===== config.mk =====
export PLATFORM = sky130hd
export DESIGN_NAME = strbuf_responder
export DESIGN_NICKNAME = d
export VERILOG_FILES = /design/src/rtl/strbuf_responder.sv
export SDC_FILE = /design/constraint.sdc
export NUM_CORES = 2
export LEC_CHECK = 0
export BUFFER_PORTS_ARGS = -buffer_cell sky130_fd_sc_hd__buf_2
export CAP_MARGIN = 20
export CORE_ASPECT_RATIO = 0.8
export CORE_MARGIN = 4
export CORE_UTILIZATION = 60
export CTS_BUF_LIST = sky130_fd_sc_hd__clkbuf_2
export DETAILED_ROUTE_END_ITERATION = 6
export PLACE_DENSITY = 0.78
export SYNTH_ARGS = -nofsm -noshare
export SYNTH_HDL_FRONTEND = slang
export SYNTH_SLANG_ARGS = --single-unit
export TNS_END_PERCENT = 20

===== constraint.sdc =====
create_clock -name clk -period 16 [get_ports clk]
set_input_delay 2.4 -clock clk [delete_from_list [all_inputs] [get_ports clk]]
set_output_delay 2.4 -clock clk [all_outputs]
set_load 0.01 [all_outputs]

===== src/rtl/strbuf_responder.sv =====
// strbuf_responder: store buffer between the prefetcher and backing memory.
// Writes are queued in a small FIFO and drained to memory in arrival order.
// Reads are served from the youngest buffered copy of an address, or fetched
// from memory when no buffered entry holds that address.
//
// Read FSM states:
//   state    | meaning
//   S_IDLE   | waiting for strBuf_data_req, address latched on request
//   S_LOOKUP | compare latched address against all valid buffer entries
//   S_MEM    | miss: mem_r_req held until mem_r_valid
//   S_RESP   | one-cycle strBuf_data_ready pulse with captured data
module strbuf_responder #(
    parameter int DEPTH = 8,
    parameter int PTR_W = 3
) (
    input  logic        clk,
    input  logic        reset,
    input  logic        w_en,
    input  logic [31:0] w_addr,
    input  logic [31:0] w_data,
    output logic        w_full,
    input  logic        strBuf_data_req,
    input  logic [31:0] strBuf_r_addr,
    output logic        wait_strBuf,
    output logic        strBuf_data_ready,
    output logic [31:0] strBuf_data,
    output logic        mem_w_req,
    output logic [31:0] mem_w_addr,
    output logic [31:0] mem_w_data,
    input  logic        mem_w_ack,
    output logic        mem_r_req,
    output logic [31:0] mem_r_addr,
    input  logic        mem_r_valid,
    input  logic [31:0] mem_r_data
);

    typedef enum logic [1:0] {S_IDLE, S_LOOKUP, S_MEM, S_RESP} rd_state_t;

    localparam logic [PTR_W:0] FULL_CNT = DEPTH[PTR_W:0];

    logic [31:0]      ent_addr [DEPTH];
    logic [31:0]      ent_data [DEPTH];
    logic [DEPTH-1:0] ent_valid;
    logic [PTR_W-1:0] head;
    logic [PTR_W-1:0] tail;
    logic [PTR_W:0]   count;
    logic [PTR_W:0]   count_nxt;
    logic             push;
    logic             pop;

    rd_state_t        rd_state;
    logic [31:0]      rd_addr;
    logic             hit;
    logic [31:0]      hit_data;
    logic [PTR_W-1:0] idx;

    assign push       = w_en & ~w_full;
    assign pop        = mem_w_req & mem_w_ack;
    assign mem_w_req  = (count != '0);
    // Head entry is only meaningful while something is buffered; show 0 otherwise.
    assign mem_w_addr = mem_w_req ? ent_addr[head] : '0;
    assign mem_w_data = mem_w_req ? ent_data[head] : '0;
    assign mem_r_addr = rd_addr;

    // Occupancy after this edge; simultaneous push and pop cancel out.
    always_comb begin
        count_nxt = count;
        if (push && !pop)
            count_nxt = count + 1'b1;
        else if (pop && !push)
            count_nxt = count - 1'b1;
    end

    // Payload storage needs no reset: an entry is only read while its valid bit is set.
    always_ff @(posedge clk) begin
        if (push) begin
            ent_addr[tail] <= w_addr;
            ent_data[tail] <= w_data;
        end
    end

    // FIFO pointers, valid bits and the registered full flag.
    always_ff @(posedge clk or negedge reset) begin
        if (!reset) begin
            head      <= '0;
            tail      <= '0;
            count     <= '0;
            ent_valid <= '0;
            w_full    <= 1'b0;
        end else begin
            if (push) begin
                ent_valid[tail] <= 1'b1;
                tail            <= tail + 1'b1;
            end
            if (pop) begin
                ent_valid[head] <= 1'b0;
                head            <= head + 1'b1;
            end
            count  <= count_nxt;
            w_full <= (count_nxt == FULL_CNT);
        end
    end

    // Walk oldest to youngest so the last match found is the youngest copy.
    always_comb begin
        hit      = 1'b0;
        hit_data = '0;
        idx      = head;
        for (int i = 0; i < DEPTH; i++) begin
            idx = head + PTR_W'(i);
            if (ent_valid[idx] && (ent_addr[idx] == rd_addr)) begin
                hit      = 1'b1;
                hit_data = ent_data[idx];
            end
        end
    end

    // Read FSM with registered handshake outputs.
    always_ff @(posedge clk or negedge reset) begin
        if (!reset) begin
            rd_state          <= S_IDLE;
            rd_addr           <= '0;
            wait_strBuf       <= 1'b0;
            strBuf_data_ready <= 1'b0;
            strBuf_data       <= '0;
            mem_r_req         <= 1'b0;
        end else begin
            case (rd_state)
                S_IDLE: begin
                    if (strBuf_data_req) begin
                        rd_addr     <= strBuf_r_addr;
                        wait_strBuf <= 1'b1;
                        rd_state    <= S_LOOKUP;
                    end
                end
                S_LOOKUP: begin
                    if (hit) begin
                        strBuf_data       <= hit_data;
                        strBuf_data_ready <= 1'b1;
                        wait_strBuf       <= 1'b0;
                        rd_state          <= S_RESP;
                    end else begin
                        mem_r_req <= 1'b1;
                        rd_state  <= S_MEM;
                    end
                end
                S_MEM: begin
                    if (mem_r_valid) begin
                        strBuf_data       <= mem_r_data;
                        strBuf_data_ready <= 1'b1;
                        wait_strBuf       <= 1'b0;
                        mem_r_req         <= 1'b0;
                        rd_state          <= S_RESP;
                    end
                end
                S_RESP: begin
                    strBuf_data_ready <= 1'b0;
                    rd_state          <= S_IDLE;
                end
                default: rd_state <= S_IDLE;
            endcase
        end
    end

endmodule


==> results by group <==
Run status
  – Status: finished, violations left
  – Failing checks: DRC

Yosys
  – Fraction of post-synthesis cell area in the top cell type by area: around 30%
  – Number of synthesized flops with an enable pin: 512
  – Cell accounting for the most synthesized area: edfxtp_1
  – Synthesized area divided by synthesized cell count: around 12 um^2
  – Mapped cell area: a little over 50000 um^2
  – Cell types occupying the most area after synthesis: edfxtp_1, mux4_2, mux2i_1, dfrtp_1, xnor2_1
  – Share of flip-flops with an asynchronous set or reset after synthesis: 14.7%
  – Count of yosys warnings during synthesis: 0
  – Number of synthesized register bits: 600
  – Number of instances in the synthesized netlist: around 4200
  – Sequential element share of the synthesized area: 34.3%
  – Syn_nets: 4323
  – Post-synthesis cell type count: 85
  – Dominant synthesized flop cell: edfxtp_1

STA
  – Slew HR: 9.88%
  – Peak clock frequency supported by timing: approximately 0.12 GHz
  – Number of setup violations in the final report: 0
  – Final clock period utilization by the worst path: around 54%
  – Number of pins with negative max-slew slack in the final report: 0
  – Post-route setup TNS: 0 ns
  – Slew at the pin with the worst max-slew slack: 1.34 ns
  – Post-route clock skew: 0.190 ns
  – Unrepaired setup endpoints after global routing: false
  – Count of endpoints failing hold in the final timing report: 0
  – Time the worst path needs with I/O delays and setup: between 8 and 9 ns

Setup path
  – Kind of start point of the critical path: flop
  – Reg2reg setup slack: 7.38 ns
  – CP Max Fanout: 67
  – Terminus of the critical flop-to-flop path: strBuf_data[11]$_DFFE_PN0P_
  – CP arrival: ~10 ns
  – CP Data Required Time: approximately 17 ns
  – Reg-to-Reg Start: head[0]$_DFFE_PN0P_
  – Critical path capture point type: flop
  – Critical setup path kind: flop to flop
  – Worst reg2reg path depth: 16

Floorplanning
  – Die Span Y: approximately 270 um
  – Die area: ~90000 um^2
  – Die W: between 300 and 400 um
  – IO Count: 267
  – Initial cell density of the core: around three fifths
  – Core Region: ~84000 um^2
  – Std-Cell Rows: between 90 and 100

Global routing
  – Largest net degree at the start of global routing: around 140
  – Antenna violations before repair: 26
  – All-layer global routing usage: between 40% and 50%
  – Wire length of the first global-routing pass: ~290 mm
  – Number of global-route vias before repair: just over 40000
  – Remaining Overflow, GRT: 0

Final layout
  – Fillers: between 6000 and 7000
  – Area overhead of the layout relative to synthesis: 6.29%
  – Number of nets in the final layout: 4409
  – Fraction of layout instances using a drive strength above 1: between 30% and 40%

Routing
  – Number of detailed-routing iterations run before antenna repair: 7
  – Post-detailed-route DRC marker count: 3
  – Post-DR wirelength/cell: between 30 and 40 um
  – Post-Route WL: between 150 and 200 mm
  – Number of nets still failing antenna checks after routing: 0
  – Via total after detailed routing: ~44000
  – Drt first-iter violations: between 8000 and 9000
  – Detail-routed via count per cell: approximately 8.0

Clock network
  – Cts bufs inserted: ~150
  – Hold Buf Count CTS: 0
  – # resized after CTS: 0
  – CTS tree: yes
  – Clock-pin slew of the registers on the worst-case setup and hold paths: around 0.11 ns
  – Clock root buffer: clkbuf_2
  – Source-to-sink clock delay at the later pin of the worst-skew pair: around 1.6 ns
  – Clock Path Buffers: 3
  – Clock sink total: 600
  – Postcts setup bufs: 0
  – H-tree level count: 4

Worst hold path
  – Worst hold path startpoint: count[3]$_DFF_PN0_
  – End point of the most critical hold path: count[3]$_DFF_PN0_
  – Depth of the worst hold-timing path: 1
  – Hold Path Class: flop to flop

Placed design
  – Gp weighted congestion: ~1.1
  – Port buffer count: roughly 270
  – Final HPWL from detailed placement: approximately 130 mm

Job
  – Max-cap violation count: 0
==> synthesized netlist by cell type, types with 10 or more instances <==
library cell / number
inv_1: 21
a22oi_1: 34
a211o_1: 30
clkbuf_1: 173
nand3_1: 68
a31oi_1: 68
nand3b_1: 19
nor3b_1: 65
o311ai_0: 31
buf_1: 64
edfxtp_1: 512
a211oi_1: 77
xor2_1: 34
o221ai_1: 15
o21ai_0: 53
nand4_1: 36
buf_2: 127
and2_1: 43
a221oi_1: 18
o22ai_1: 56
buf_4: 33
mux2_2: 116
o21ai_1: 32
mux2i_1: 450
and3_1: 56
nor2_1: 154
a221o_1: 33
nand2_1: 375
a2111oi_2: 29
dfrtp_1: 88
nand2b_1: 45
a21oi_1: 114
ha_1: 14
mux4_2: 583
nor4_1: 50
o22a_1: 10
nor3_1: 57
a2111oi_0: 11
xnor2_1: 164
a32o_1: 30
buf_6: 35
==> stage by stage <==
| step | std cells | setup WS, ns | utilization, % | area (um^2) | hold WS [ns] |
|---|---|---|---|---|---|
| floorplan | 4175 | 8.14 | - | 51300 | 0.452 |
| finish | 5521 | 7.38 | 64.6 | 54500 | 0.492 |
| global route | 5518 | 6.95 | 64.6 | 54500 | 0.514 |
| CTS | 5502 | 6.87 | 64.5 | 54400 | 0.491 |
| detailed placement | 5218 | 7.60 | 62.6 | 52800 | 0.472 |
| global placement | 5216 | 7.82 | 62.6 | 52800 | 0.473 |
==> routing by layer <==
metal	up-vias	track usage [%]	share of wire [%]
met5	-	2.07	0.15
met4	26	18.5	5.5
met3	810	20.6	18
met2	4300	56.9	40
met1	21600	60.9	36
li1	17300	-	-
==> flip-flops by register name, summed over array words and instances (netlist names) <==
signal,count
strBuf_data,32
ent_addr,256
count,4
strBuf_data_ready,1
head,3
ent_data,256
wait_strBuf,1
ent_valid,8
mem_r_req,1
w_full,1
mem_r_addr,32
rd_state,2
tail,3
==> cell type report <==
type / count / area [um^2] / share of cell area [%]
repair buffers: 367 / 2220 / 4.07
diodes: 16 / 40.0 / 0.0735
inverters: 36 / 138 / 0.252
multi-input cells: 3103 / 31600 / 57.9
flip-flops and latches: 600 / 17600 / 32.3
clock buffers: 214 / 1070 / 1.96
clock inverters: 70 / 489 / 0.898
well taps: 1115 / 1400 / 2.56
==> critical path: stages (launching register included) <==
cell and delay (ns):
dfrtp_4 0.97, inv_4 0.53, ha_4 1.09, buf_4 0.81
buf_4 0.79, mux4_2 0.60, xnor2_1 0.23, nand4_1 0.12
nand2_1 0.17, nand4_1 0.12, nor4_2 0.17, buf_4 0.73
and2_2 0.86, buf_4 0.62, a221o_1 0.26, o21ai_1 0.06
a31oi_1 0.19
==> how the worst max path moves through the flow <==
stage / from / endpoint / slack [ns] / cells after the start
finish: head[0]$_DFFE_PN0P_ / strBuf_data[11]$_DFFE_PN0P_ / 7.38 / 16
global route: head[0]$_DFFE_PN0P_ / mem_w_data[2] / 6.95 / 7
CTS: head[0]$_DFFE_PN0P_ / mem_w_data[2] / 6.87 / 7
detailed placement: head[0]$_DFFE_PN0P_ / strBuf_data[11]$_DFFE_PN0P_ / 7.60 / 16
global placement: head[0]$_DFFE_PN0P_ / strBuf_data[1]$_DFFE_PN0P_ / 7.82 / 16
floorplan: w_en / ent_addr[0][0]$_DFFE_PP_ / 8.14 / 3
==> placed cells by master (no fill, tap or decap), types with 77 or more instances in the layout <==
cell type    n
a211oi_1    77
a21oi_1    114
buf_2      265
buf_4       90
clkbuf_2   214
dfrtp_1     85
edfxtp_1   512
mux2_2     116
mux2i_1    450
mux4_2     583
nand2_1    374
nor2_1     146
xnor2_1    162
==> kinds of logic (layout without fill, tap and decap cells) <==
group           after synthesis  in the layout  share of synthesized area (%)
compound gates              721            721                           10.4
xor+xnor                    198            198                           3.38
fa+ha+maj                    14             14                          0.342
buf+inv                     472            687                           4.64
flops                       600            600                           34.3
mux                        1151           1151                           37.0
other cells                   0             16                              0
simple gates               1019           1019                           9.91
Power is not shown: default switching activity piles up to over one toggle a cycle in this logic, so the estimate is an artifact.
